## src/rtl/uart_pkg.sv

```systemverilog
// Shared types and constants for the 16x-oversampled UART receiver.
// Holds the FSM state encoding, sample positions, baud divider and majority helper.
package uart_pkg;

    typedef enum logic [2:0] {
        ARM    = 3'd0,
        IDLE   = 3'd1,
        START  = 3'd2,
        DATA   = 3'd3,
        PARITY = 3'd4,
        STOP   = 3'd5
    } state_t;

    localparam int OS = 16;

    // Three samples straddle the middle of each 16-tick bit cell.
    localparam logic [3:0] SMP_FIRST = 4'd7;
    localparam logic [3:0] SMP_MID   = 4'd8;
    localparam logic [3:0] SMP_LAST  = 4'd9;
    localparam logic [3:0] S_END     = 4'd15;

    function automatic int baud_div(input int clk_hz, input int baud, input int os);
        return clk_hz / (baud * os);
    endfunction

    function automatic logic maj3(input logic a, input logic b, input logic c);
        return (a & b) | (a & c) | (b & c);
    endfunction

endpackage

```

## src/rtl/uart_baud_tick.sv

```systemverilog
// Free-running clock divider emitting a one-cycle tick every DIV enabled cycles.
// A synchronous clear restarts the period so the first tick lands DIV cycles later.
module uart_baud_tick #(
    parameter int DIV = 78
) (
    input  logic clk,
    input  logic rst,
    input  logic en,
    input  logic clr,
    output logic tick
);

    localparam int CW = (DIV > 1) ? $clog2(DIV) : 1;

    logic [CW-1:0] cnt;

    // Divider counter with registered tick output.
    always_ff @(posedge clk or posedge rst) begin
        if (rst) begin
            cnt  <= '0;
            tick <= 1'b0;
        end else if (clr) begin
            cnt  <= '0;
            tick <= 1'b0;
        end else if (en) begin
            if (cnt == CW'(DIV - 1)) begin
                cnt  <= '0;
                tick <= 1'b1;
            end else begin
                cnt  <= cnt + 1'b1;
                tick <= 1'b0;
            end
        end else begin
            tick <= 1'b0;
        end
    end

endmodule

```

## src/rtl/uart_rx_os16.sv

```systemverilog
// 8N1 UART receiver, 16x oversampled with 2-of-3 mid-bit majority, valid/ready output.
// Define UART_RX_PARITY_EN to add an even-parity bit and a parity_err pulse output.
module uart_rx_os16 #(
    parameter int CLK_HZ = 12000000,
    parameter int BAUD   = 9600
) (
    input  logic       clk,
    input  logic       rst,
    input  logic       rx,
    output logic [7:0] rx_data,
    output logic       rx_valid,
    input  logic       rx_ready,
    output logic       frame_err,
    output logic       overrun,
`ifdef UART_RX_PARITY_EN
    output logic       parity_err,
`endif
    output logic       busy
);
    import uart_pkg::*;

    localparam int DIV = baud_div(CLK_HZ, BAUD, OS);

`ifdef UART_RX_PARITY_EN
    localparam state_t AFTER_DATA = PARITY;
`else
    localparam state_t AFTER_DATA = STOP;
`endif

    state_t     state, state_nx;
    logic       sync1, rxs, rxs_d;
    logic       tick, tick_en, tick_clr;
    logic [3:0] s;
    logic [2:0] bit_cnt;
    logic [7:0] shift;
    logic [1:0] smp;
    logic       maj, at_eval, at_end;
    logic       done, ferr, par_bad;

    assign maj      = maj3(smp[0], smp[1], rxs);
    assign at_eval  = tick && (s == SMP_LAST);
    assign at_end   = tick && (s == S_END);
    assign tick_en  = (state != IDLE);
    assign tick_clr = (state == IDLE) && (state_nx == START);

    uart_baud_tick #(.DIV(DIV)) u_tick (
        .clk  (clk),
        .rst  (rst),
        .en   (tick_en),
        .clr  (tick_clr),
        .tick (tick)
    );

    // Two-flop synchroniser plus one delayed copy for falling-edge detection.
    always_ff @(posedge clk or posedge rst) begin
        if (rst) begin
            sync1 <= 1'b1;
            rxs   <= 1'b1;
            rxs_d <= 1'b1;
        end else begin
            sync1 <= rx;
            rxs   <= sync1;
            rxs_d <= rxs;
        end
    end

    // FSM state register.
    always_ff @(posedge clk or posedge rst) begin
        if (rst) begin
            state <= ARM;
        end else begin
            state <= state_nx;
        end
    end

`ifdef UART_RX_PARITY_EN
    logic perr;

    // Remembers a parity mismatch until the stop bit decides the frame.
    always_ff @(posedge clk or posedge rst) begin
        if (rst) begin
            par_bad    <= 1'b0;
            parity_err <= 1'b0;
        end else begin
            parity_err <= perr;
            if (tick_clr) begin
                par_bad <= 1'b0;
            end else if (perr) begin
                par_bad <= 1'b1;
            end
        end
    end
`else
    assign par_bad = 1'b0;
`endif

    // Next-state logic; stop is judged at the last sample, not the end of the bit.
    always_comb begin
        state_nx = state;
        done     = 1'b0;
        ferr     = 1'b0;
`ifdef UART_RX_PARITY_EN
        perr     = 1'b0;
`endif
        case (state)
            ARM:     state_nx = rxs ? IDLE : ARM;
            IDLE:    state_nx = (rxs_d && !rxs) ? START : IDLE;
            START: begin
                if (at_eval && maj) begin
                    state_nx = IDLE;
                end else if (at_end) begin
                    state_nx = DATA;
                end else begin
                    state_nx = START;
                end
            end
            DATA: begin
                if (at_end && (bit_cnt == 3'd7)) begin
                    state_nx = AFTER_DATA;
                end else begin
                    state_nx = DATA;
                end
            end
`ifdef UART_RX_PARITY_EN
            PARITY: begin
                perr     = at_eval && (maj != ^shift);
                state_nx = at_end ? STOP : PARITY;
            end
`endif
            STOP: begin
                if (at_eval) begin
                    state_nx = maj ? IDLE : ARM;
                    done     = maj && !par_bad;
                    ferr     = !maj;
                end else begin
                    state_nx = STOP;
                end
            end
            default: state_nx = ARM;
        endcase
    end

    // Tick/bit counters, sample capture and LSB-first shift register.
    always_ff @(posedge clk or posedge rst) begin
        if (rst) begin
            s       <= 4'd0;
            bit_cnt <= 3'd0;
            shift   <= 8'd0;
            smp     <= 2'b00;
        end else if (state == IDLE) begin
            s       <= 4'd0;
            bit_cnt <= 3'd0;
        end else if (tick) begin
            s <= s + 4'd1;
            if (s == SMP_FIRST) smp[0] <= rxs;
            if (s == SMP_MID)   smp[1] <= rxs;
            if ((state == DATA) && (s == SMP_LAST)) shift <= {maj, shift[7:1]};
            if ((state == DATA) && (s == S_END))    bit_cnt <= bit_cnt + 3'd1;
        end
    end

    // Output holding register: a new byte overwrites only if the old one is taken.
    always_ff @(posedge clk or posedge rst) begin
        if (rst) begin
            rx_data   <= 8'd0;
            rx_valid  <= 1'b0;
            frame_err <= 1'b0;
            overrun   <= 1'b0;
            busy      <= 1'b0;
        end else begin
            frame_err <= ferr;
            overrun   <= 1'b0;
            busy      <= (state_nx != IDLE);
            if (done) begin
                if (!rx_valid || rx_ready) begin
                    rx_data  <= shift;
                    rx_valid <= 1'b1;
                end else begin
                    overrun <= 1'b1;
                end
            end else if (rx_ready) begin
                rx_valid <= 1'b0;
            end
        end
    end

endmodule

```

## config.mk

```make
export PLATFORM = sky130hd
export DESIGN_NAME = uart_rx_os16
export DESIGN_NICKNAME = d
export VERILOG_FILES = /design/src/rtl/uart_pkg.sv /design/src/rtl/uart_baud_tick.sv /design/src/rtl/uart_rx_os16.sv
export SDC_FILE = /design/constraint.sdc
export NUM_CORES = 1
export LEC_CHECK = 0
export CAP_MARGIN = 15
export CORE_UTILIZATION = 40
export DETAILED_ROUTE_END_ITERATION = 10
export PLACE_DENSITY = 0.68
export SLEW_MARGIN = 10
export SYNTH_ARGS = -nofsm -noshare
export SYNTH_HDL_FRONTEND = slang
export SYNTH_SLANG_ARGS = --single-unit
```

## constraint.sdc

```tcl
create_clock -name clk -period 3.5 [get_ports clk]
set_input_delay 0.875 -clock clk [delete_from_list [all_inputs] [get_ports clk]]
set_output_delay 0.875 -clock clk [all_outputs]
set_load 0.02 [all_outputs]
```

==> flow_results.org, run 1 <==
** Floorplan
- Die area :: 5210 sq um
- For this design the top-level I/O count stands at 16.
- The die is around 72 um wide.
- Die height :: approximately 72 um
- For this configuration, the core starts out at a cell density of 41.7%.
- The core region is between 4000 and 5000 sq um.
- The floorplan has 25 rows.

** Clock tree
- In this run the number of H-tree levels came out at 2.
- CTS tree :: built
- The number of clock buffers added by TritonCTS is 5.
- Clock sink count :: 43
- Clock-pin slew was measured on the worst setup and hold paths at 80 ps.
- Number of setup buffers added after CTS :: 0
- In this run, post-CTS repair resized a total of 0 instances.
- The tree is rooted in a clkbuf_8.
- The number of hold buffers added after CTS was 0.
- Largest buffer count on any clock path :: 2
- The clock reaches the later pin of the worst-skew pair after 300 ps.

** Logic synthesis
- By area, the combinational part of the netlist is dominated by simple AND/OR/NAND/NOR gates.
- After Yosys synthesis, and, or, nand and nor cells account for 14.5% of the synthesized area.
- Multiplexer cells account for ~11% of the synthesized area.
- Yosys reg bits :: 43
- Yosys mapped a number of flops with a built-in enable equal to 0.
- Mapped Nets :: 176
- Summing the areas of all fa, ha and maj instances in the mapped netlist gives under 10% of the synthesized area.
- Sequential element share of the synthesized area :: roughly 55%
- Average footprint of a synthesized cell :: 12.0 sq um
- After technology mapping, the gate count stands at 165.
- The Yosys step of the flow raised 0 warnings.
- Xor/xnor cell area share of the yosys netlist :: 2.22%
- In the synthesized netlist the async set-or-reset flop fraction comes to 100%.
- After synthesis, the netlist uses 45 different library cells.
- The most used flip-flop cell after synthesis is dfrtp_1.
- Summing the areas of all compound-gate instances in the mapped netlist gives between 8 and 9% of the synthesized area.
- Netlist Area Pre-Place :: 1970 sq um

** Power
- Cell internal power dissipation :: roughly 810 uW
- Summed over all cells, the static leakage comes to approximately 0.0010 uW.
- Per report_power, the clock group accounts for 25.3% of the total.
- In this run the power density over the cells is between 500 and 600 nW/um^2.
- Switching component of the power :: 398 uW
- Comb power frac :: 25.1%
- Sequential group share of total power :: around half
- Sw Share :: 33.0%
- The worst-case IR drop observed on VDD is 0.000232 V.

** STA
- Setup skew after layout :: 8.59 ps
- Min Clock Period, post-route :: 2140 ps
- The worst path uses 61.1% of the clock period.
- Setup total negative slack on the finished layout was measured at 0 ps.
- For this run, the top clock speed supported by timing is 0.467 GHz.
- Worst-case headroom to the max-slew limit :: 54.6%
- At the pin with the least slew margin, the transition time is 678 ps.
- Setup repair after global routing left no endpoint under its margin.
- The final max-slew violation count came to 0.
- Number of hold-slack violations in the final timing report :: 0
- Final setup violation count :: 0

** Placed design
- Once detailed placement completed, the half-perimeter wirelength came to 2520 um.
- Port buffer count :: 15
- Final Wtd Congestion :: about 0.76
- Inst Count DP :: approximately 240

** Global routing
- Overall track demand over capacity in global routing :: 15.2%
- Entering global routing, the biggest net connects 44 pins.
- The via count of the first global-routing pass is around 1300.
- The first global-routing pass estimated 5970 um of wire.
- Global route overflow :: 0
- The initial antenna violation count came to 0.

** Min path
- The worst hold path begins at sync1$_DFF_PP1_.
- Class of the most critical hold timing path :: reg2reg

** Worst setup path
- The number of buffers and inverters on the critical path is 1.
- The worst setup path is of the reg2out kind.
- Origin of the worst setup path :: rx_data[1]$_DFFE_PP0P_
- The worst setup path is launched from a flop.
- Crit-path max FO :: 2
- Walking the worst path, the cells encountered are clkdlybuf4s50_1.
- In this design, the largest share of critical-path delay is due to buffers and inverters.
- Data arrives at the worst endpoint at about 1300 ps.
- The worst register-to-register path has a setup slack of ~1500 ps.
- In this design, the stage delay of the slowest critical-path cell is approximately 600 ps.
- The slowest stage of the critical path is the clkdlybuf4s50_1 cell.
- STA puts the critical path data required time at roughly 2600 ps.
- The worst register-to-register path begins at state[1]$_DFF_PP0_.
- Worst setup EP type :: primary output

** Finish
- Most common cell after layout, fill and taps aside :: dfrtp_1
- 0 antenna diodes ended up in the layout.
- The top cell types in the final layout, fill and taps aside, are dfrtp_1, mux2_2, clkdlybuf4s50_1.
- Of the cells placed in the final design, the portion with a size suffix greater than 1 is 19.7%.
- Relative to the synthesized area, the layout overhead comes to 15.2%.
- Counting the fill cells in the layout gives 433.
- The count of cells in the finished layout, fillers not included, comes to 250.
- Net total in the final layout :: approximately 190

** Detailed routing
- Wire per inst :: roughly 14 um
- Wires add up to approximately 3500 um.
- Remaining design rule violation count :: 0
- Once detail routing completed, the nets flagged for antenna violations numbered 0.
- The routed layout has 1305 vias.
- Drt pass-1 iters :: 4
- In this run, the number of DRC markers left after iteration 0 of detailed routing was 75.
- Using the TritonRoute via totals, the vias-per-cell ratio works out to 5.22.

** Run
- The tool flagged a number of max-cap violations equal to 0.

** Outcome
- The flow ran to the end, and the final reports show no timing, DRC or antenna violations.
synth_stat cells (2+ instances only):
cell type / n / area share [%]
dfrtp_1: 40 / 51
mux2_2: 17 / 9.7
inv_1: 11 / 2.1
nor2_1: 10 / 1.9
ha_1: 7 / 4.4
nand2_1: 6 / 1.1
nand3_1: 5 / 1.3
o21ai_1: 5 / 1.3
buf_2: 4 / 1.0
nand2b_1: 4 / 1.3
nand4_1: 4 / 1.3
nor3_1: 4 / 1.0
a31oi_1: 3 / 0.95
dfstp_2: 3 / 4.0
mux2i_1: 3 / 1.5
xnor2_1: 3 / 1.3
a21oi_1: 2 / 0.51
and3_1: 2 / 0.63
clkbuf_1: 2 / 0.38
nand4b_1: 2 / 0.89
nor2b_1: 2 / 0.63
o22ai_1: 2 / 0.63
xor2_1: 2 / 0.89
path summary, 6_finish.rpt:
path                                             end  cells after the start
max                                       rx_data[1]                      1
min                                    rxs$_DFF_PP1_                      0
max reg2reg                u_tick.cnt[5]$_DFFE_PP0P_                      6
min reg2reg                            rxs$_DFF_PP1_                      0
max in group asynchronous              rxs$_DFF_PP1_                      3
min in group asynchronous       rx_valid$_DFFE_PP0P_                      3
sequential cells by signal, indices dropped and copies added (netlist names):
register,count
rx_data,8
shift,8
u_tick.cnt,7
s,4
bit_cnt,3
state,3
smp,2
busy,1
frame_err,1
overrun,1
rx_valid,1
rxs,1
rxs_d,1
sync1,1
u_tick.tick,1
final cells by class:
cell class / instances / area (sq um) / area share, %
Clock buffer: 6 / 72.6 / 3.20
Timing Repair Buffer: 17 / 165 / 7.27
Inverter: 11 / 41.3 / 1.82
Tap cell: 67 / 83.8 / 3.69
Clock inverter: 2 / 12.5 / 0.551
Sequential cell: 43 / 1080 / 47.5
Multi-Input combinational cell: 104 / 816 / 35.9
power by group through the flow:
stage / clock [uW] / combinational [uW] / sequential, uW
floorplan: 0 / 233 / 590
global placement: 0 / 281 / 601
detailed placement: 0 / 304 / 605
CTS: 314 / 305 / 596
global route: 336 / 334 / 609
finish: 305 / 303 / 598
metrics by stage:
stage	worst slack, ps	hold slack [ps]	cell area, sq um	utilization, %	power, uW
after floorplan	1630	345	1970	-	823
after global placement	1310	345	2190	46.3	882
after detailed placement	1250	347	2190	46.3	908
after CTS	1350	358	2270	48.1	1220
after global routing	1290	363	2270	48.1	1280
final	1360	357	2270	48.1	1210
metal layers:
metal  share of wire, %  track usage, %  up-vias
li1                   -               -      617
met1                 44            18.7      649
met2                 49            24.1       28
met3                3.6            3.47       11
met4                2.9            9.80        0
met5                  0               0        -
cell families after synthesis:
| family | after synthesis |
|---|---|
| xor+xnor | 5 |
| flops | 43 |
| simple gates | 49 |
| mux | 20 |
| compound gates | 22 |
| fa+ha+maj | 8 |
| buf+inv | 18 |
Power figures use the tool's default switching activity.
==> run 2: changes to the inputs <==
Clock period 3.5 ns to 2.2 ns, I/O delays scaled along.
==> flow_results.org, run 2 (same netlist as run 1, synthesis figures left out) <==
** Worst setup path
- Startpoint type of the worst setup path :: flop
- The peak fanout along the critical path was 8 (+6).
- Largest stage delay on the critical path :: 430 ps (-170 ps)
- Traced cell by cell, the critical path runs through inv_1 -> ha_1 -> and4b_1 -> and3_1 -> mux2_2.
- Required time of the critical path :: 2380 ps (-240 ps)
- The data arrival time of the critical path was 2110 ps (+850 ps).
- The minimum setup slack among reg-to-reg paths was 270 ps (-1180 ps).
- Crit path kind :: reg2reg
- STA classifies the critical path endpoint as a flop.
- For this design, the slowest cell found on the critical path is and3_1.

** Finish
- The final-layout fill cell count came to 401 (-7.4%).
- The final instance area came to 2270 sq um (+0.17%).
- Commonest cells after routing, fill and taps aside :: dfrtp_1, mux2_2, clkdlybuf4s50_1
- Diode insertion count for antenna repair :: 0 (unchanged)
- Sequential standard cell area :: 1080 sq um (unchanged)
- Area used by multi-input combinational logic :: 816 sq um (unchanged)
- Biggest regs :: rx_data: 8 flops, shift: 8 flops, u_tick.cnt: 7 flops
- Most common cell after layout, fill and taps aside :: dfrtp_1
- Util after Layout :: 48.2% (+0.079 points)
- The share of final-layout standard cells stronger than drive strength 1 came to 20.2% (+0.55 points).
- The count of nets after finishing is 193 (unchanged).
- Growth of design area from synthesis to finish :: 15.4%

** Power
- The sequential group share of total power was 49.9% (+0.3 points).
- The largest voltage drop on the vdd net was 0.000379 V (+63%).
- Leakage power summed over all cells :: 0.00103 uW (about the same)
- The power density over the cells is 840 nW/um^2 (+58%).
- The portion of total power attributed to the clock network is 25.7% (+0.4 points).
- The logic gate share of total power is 24.4% (-0.7 points).
- The cell internal power dissipation was 1280 uW (+59%).
- Sw Share :: 32.8% (-0.18 points)
- The post-layout total power was 1910 uW (+58%).
- Switching component of the power :: 627 uW (+58%)

** Placed design
- The worst-case setup slack after placement is 220 ps (-1030 ps).
- Final Wtd Congestion :: 0.885 (+17%)
- The port buffer count was 15 (unchanged).
- Hpwl dp :: 2430 um (-3.3%)
- The post-detailed-placement cell area was 2190 sq um (unchanged).

** Clock tree
- Clock transition at path regs :: 80 ps (about the same)
- The H-tree depth reported by CTS was 2 (unchanged).
- Clock latency at the later pin of the worst-skew pair :: 300 ps (about the same)
- The number of buffers inserted to repair setup after CTS is 0 (unchanged).
- CTS buffer count :: 5 (unchanged)
- CTS tree :: built
- The sink count of the clock tree is 43 (unchanged).
- Count of hold buffers inserted by post-cts repair :: 0 (unchanged)
- The root buffer cell chosen for the clock tree is clkbuf_8.
- Cells resized by post-CTS repair :: 0 (unchanged)
- Largest buffer count on any clock path :: 2 (unchanged)

** Floorplan
- The number of top-level pins came to 16 (unchanged).
- Initial core utilization :: 41.7% (unchanged)
- Core Rows :: 25 (unchanged)
- Die height :: 72.2 um (unchanged)
- The standard cell core area was 4720 sq um (unchanged).
- Die area :: 5210 sq um (unchanged)
- The die boundary width came to 72.2 um (unchanged).

** STA
- Post-route setup slack :: 268 ps (-1090 ps)
- Transition time at the pin with the least slew margin :: 516 ps (-162 ps)
- The final total negative setup slack was 0 ps (unchanged).
- Number of hold-slack violations in the final timing report :: 0 (unchanged)
- Min Clock Period, post-route :: 1930 ps
- Setup repair after global routing missed its margin :: no
- For this run, the top clock speed supported by timing is between 0.5 and 0.6 GHz.
- The setup violation total in the final timing report is 0 (unchanged).
- The final max-slew violation count was 0 (unchanged).
- The headroom to the max-slew limit was 65.6% (+11 points).
- Setup skew after layout :: 9.11 ps (+0.526 ps)
- Post-route clock period utilization :: 87.8%

** Detailed routing
- The routed wire length was 3440 um (-1.4%).
- The number of detailed-route iterations in the first pass is 4 (unchanged).
- The average wire length per cell after detail routing is 13.7 um (-1.4%).
- Number of design-rule violations left by the first detailed-router iteration :: 82 (+9.3%)
- The remaining antenna violation count was 0 (unchanged).
- The overall via count from detail_route was 1307 (+0.15%).
- Remaining design rule violation count :: 0 (unchanged)
- Routed vias/inst :: 5.23 (+0.15%)

** Global routing
- Global route overflow :: 0 (unchanged)
- The largest net degree at the start of global routing was 44 (unchanged).
- Overall track demand over capacity in global routing :: 14.7% (-0.46 points)
- The via count of the first global-routing pass was 1296 (-3.1%).
- The global-route wire length before repair is 5860 um (-1.8%).
- The initial antenna violation count was 0 (unchanged).

** Min path
- Class of the most critical hold timing path :: reg2reg

** Run
- Count of max-cap constraint violations :: 0 (unchanged)

** Outcome
- The flow ran to the end, and the final reports show no timing, DRC or antenna violations.
## run 2: cell types whose count changed in the layout (fill, tap and decap cells not counted)
cell / delta
clkinvlp_4: +1
clkbuf_1: -1
## run 2: power groups by stage
stage                     sequential [uW]  clock, uW  combinational [uW]
after global routing                  962        536                 518
after CTS                             949        507                 467
after global placement                958          0                 451
after floorplan                       939          0                 370
after detailed placement              963          0                 465
final                                 953        491                 467
## run 2: worst paths after layout
kind	cells past startpoint	start	end
min in group asynchronous	3	rst	rx_valid$_DFFE_PP0P_
max in group asynchronous	3	rst	sync1$_DFF_PP1_
hold reg to reg	0	sync1$_DFF_PP1_	rxs$_DFF_PP1_
hold / removal	0	sync1$_DFF_PP1_	rxs$_DFF_PP1_
setup / recovery	5	s[1]$_DFFE_PP0P_	shift[6]$_DFFE_PP0P_
setup reg to reg	5	s[1]$_DFFE_PP0P_	shift[6]$_DFFE_PP0P_
## run 2: metrics by stage
step           hold slack, ps  instances
2_1_floorplan             345        165
3_3_place_gp              348        242
3_5_place_dp              350        242
5_1_grt                   366        250
4_1_cts                   362        250
6_report                  361        250
## run 2: cell type report
type	count	share of cell area, %
Inverter	11	1.82
Clock buffer	5	3.03
Tap cell	67	3.69
Clock inverter	3	0.880
Multi-Input combinational cell	104	35.9
Timing Repair Buffer	17	7.26
Sequential cell	43	47.5
## run 2: worst max-delay path: cells and delay by family (launching register included)
| family | cells | cell delay, ps |
|---|---|---|
| flip-flops | 1 | 420 |
| AND/OR/NAND/NOR | 2 | 750 |
| adder cells (fa/ha/maj) | 1 | 170 |
| buffers and inverters | 1 | 100 |
| multiplexers | 1 | 380 |
## run 2: metal layers
| metal | GRT usage [%] | vias to the layer above | share of wire, % | wire length [um] |
|---|---|---|---|---|
| li1 | - | 613 | - | - |
| met1 | 18.9 | 652 | 46 | 1590 |
| met2 | 23.3 | 33 | 48 | 1640 |
| met3 | 3.89 | 9 | 3.8 | 131 |
| met4 | 7.19 | 0 | 2.0 | 70 |
| met5 | 0 | - | 0 | 0 |
==> run 3: changes to the inputs <==
Settings changed: CORE_ASPECT_RATIO set to 1.1.
==> flow_results.org, run 3 (same netlist as run 1, synthesis figures left out) <==
** Worst setup path
- Arrival time at the worst endpoint :: 2070 ps (-40 ps)
- Cell-by-cell listing of the critical path :: ha_1 -> and4_1 -> nand3_1 -> a32oi_2 -> o31ai_4 -> mux2i_1
- The worst setup path is of the reg2reg kind.
- Startpoint type of the worst setup path :: flop
- The longest individual stage delay on the worst path was 440 ps (about the same).
- Crit-path max FO :: 7 (-1)
- Required time of the critical path :: 2360 ps (-20 ps)
- The worst setup path is captured at a flop.
- In this design, the largest share of critical-path delay is due to compound AO/OA/AOI/OAI gates.
- Slowest CP cell :: dfrtp_1
- Worst path bufs/invs :: 0 (-1)
- R2r setup slk :: 280 ps (+20 ps)

** STA
- The pin slew with the least headroom to its limit was 385 ps (-131 ps).
- The number of hold violations in the final report came to 0 (unchanged).
- The final max-slew violation count was 0 (unchanged).
- The worst hold slack across all endpoints came to 361 ps (-0.675 ps).
- The final clock period utilization by the worst path was 87.1% (-0.71 points).
- Min Clock Period, post-route :: 1920 ps (-15.7 ps)
- The final total negative setup slack came to 0 ps (unchanged).
- Setup skew after layout :: 7.70 ps (-1.41 ps)
- Setup repair after global routing missed its margin :: no
- Worst-case headroom to the max-slew limit :: 74.3% (+8.8 points)
- Max Clk Rate :: 0.522 GHz (+0.82%)
- The setup violation total in the final timing report came to 0 (unchanged).

** Placed design
- Final Wtd Congestion :: 0.774 (-13%)
- Port buffer count :: 15 (unchanged)
- The detailed-placement wirelength estimate was 2340 um (-3.7%).

** Power
- Largest vdd supply drop :: 0.000341 V (-10%)
- The leakage power total came to 0.00104 uW (+0.54%).
- Sum of internal, switching and leakage power :: 1900 uW (-0.29%)
- Power density relative to cell area :: 839 nW/um^2 (about the same)

** Global routing
- The via count of the first global-routing pass is 1211 (-6.6%).
- The total congestion overflow is 0 (unchanged).
- The global-route wire length before repair was 5420 um (-7.4%).
- The initial antenna violation count was 0 (unchanged).
- The largest net degree at the start of global routing was 44 (unchanged).
- Overall track demand over capacity in global routing :: 14.4% (-0.29 points)

** Clock tree
- The CTS clock-pin slew for the worst setup and hold paths is 80 ps (about the same).
- The number of buffers inserted to repair setup after CTS came to 0 (unchanged).
- H-Tree Level Count :: 2 (unchanged)
- The sink count of the clock tree came to 43 (unchanged).
- TritonCTS built the clock tree.
- The number of buffers added by the clock tree synthesis step was 5 (unchanged).
- Cells resized by post-CTS repair :: 0 (unchanged)
- Clock latency at the later pin of the worst-skew pair :: 290 ps (about the same)
- Largest buffer count on any clock path :: 2 (unchanged)
- CTS Root Cell :: clkbuf_8
- The hold buffer count at cts was 0 (unchanged).

** Finish
- From synthesis to final layout, the design area changed by 15.1%.
- The largest registers in the layout are rx_data: 8 flops, shift: 8 flops, u_tick.cnt: 7 flops.
- Leaving out fill and tap cells, the most frequent cell in the layout is dfrtp_1.
- The count of nets after finishing is 193 (unchanged).
- Share of final-layout standard cells stronger than drive strength 1 :: 19.7% (-0.55 points)
- The utilization after layout came to 48.5% (+0.29 points).
- In the layout the commonest cells are dfrtp_1, mux2_2, clkdlybuf4s50_1.
- The antenna cell count came to 0 (unchanged).
- The final-layout fill cell count came to 425 (+6.0%).
- Sequential standard cell area :: 1080 sq um (unchanged)
- Area used by multi-input combinational logic :: 816 sq um (unchanged)

** Outcome
- The flow ran to the end, and the final reports show no timing, DRC or antenna violations.

** Floorplan
- Initial core utilization :: 42.1% (+0.35 points)
- Die height :: 75.6 um (+4.8%)
- The standard cell core area is 4680 sq um (-0.82%).
- The die boundary width came to 68.9 um (-4.5%).
- The number of top-level pins is 16 (unchanged).
- The number of standard-cell rows in the floorplan was 26 (+4.0%).
- The total die area was 5220 sq um (about the same).

** Min path
- The worst hold path belongs to the class reg2reg.

** Detailed routing
- Routed vias/inst :: 5.40 (+3.3%)
- Drt pass-1 iters :: 4 (unchanged)
- Wire per inst :: 13.8 um (+0.58%)
- The number of violations reported at the end of detailed-routing iteration 0 was 61 (-26%).
- Count of nets left with antenna violations after detail routing :: 0 (unchanged)
- Final wirelength :: 3300 um (-3.8%)
- Remaining design rule violation count :: 0 (unchanged)
- The overall via count from detail_route is 1291 (-1.2%).

** Run
- The number of violations of the max-capacitance limit is 0 (unchanged).
[run 3: changes by cell type in the layout (fill, tap and decap cells not counted), sizes merged]
cell	delta
clkbuf	+1
clkinvlp	-1
[run 3: worst register-to-register path, stage by stage, from the launching register on]
cell     delay, ps
dfrtp_1        440
ha_1           260
and4_1         240
nand3_1        100
a32oi_2        160
o31ai_4        440
mux2i_1        150
[run 3: where the power goes]
part	internal [uW]	switching (uW)	leakage (uW)	total, uW
sequential	868	85.1	0.000576	953
combinational	197	272	0.000421	469
clock	222	261	0.0000412	483
total	1290	618	0.00104	1900
[run 3: stage by stage]
| stage | setup WS, ps | instances | instance area (sq um) |
|---|---|---|---|
| after global placement | 256 | 231 | 2180 |
| after CTS | 256 | 239 | 2270 |
| final | 283 | 239 | 2270 |
| after floorplan | 510 | 165 | 1970 |
| after detailed placement | 221 | 231 | 2180 |
| after global routing | 179 | 239 | 2270 |
[run 3: metal layers]
layer  GRT usage [%]  share of wire [%]  routed length [um]  vias to the layer above
met5               0                  0                   0                        -
met4            6.80                1.8                  58                        0
met3            3.59                3.3                 109                        7
met2            22.1                 49                1610                       24
met1            19.2                 46                1530                      643
li1                -                  -                   -                      617
[run 3: worst paths after layout]
check,depth (start not counted),end,from
max in group asynchronous,3,rxs_d$_DFF_PP1_,rst
hold reg to reg,0,rxs$_DFF_PP1_,sync1$_DFF_PP1_
hold / removal,0,rxs$_DFF_PP1_,sync1$_DFF_PP1_
min in group asynchronous,3,overrun$_DFF_PP0_,rst
setup reg to reg,6,u_tick.cnt[0]$_DFFE_PP0P_,s[0]$_DFFE_PP0P_
setup / recovery,6,u_tick.cnt[0]$_DFFE_PP0P_,s[0]$_DFFE_PP0P_
[run 3: cell type report]
type | instances | area share, %
Tap cell | 56 | 3.09
Timing Repair Buffer | 17 | 7.83
Sequential cell | 43 | 47.6
Multi-Input combinational cell | 104 | 35.9
Inverter | 11 | 1.82
Clock inverter | 2 | 0.551
Clock buffer | 6 | 3.20
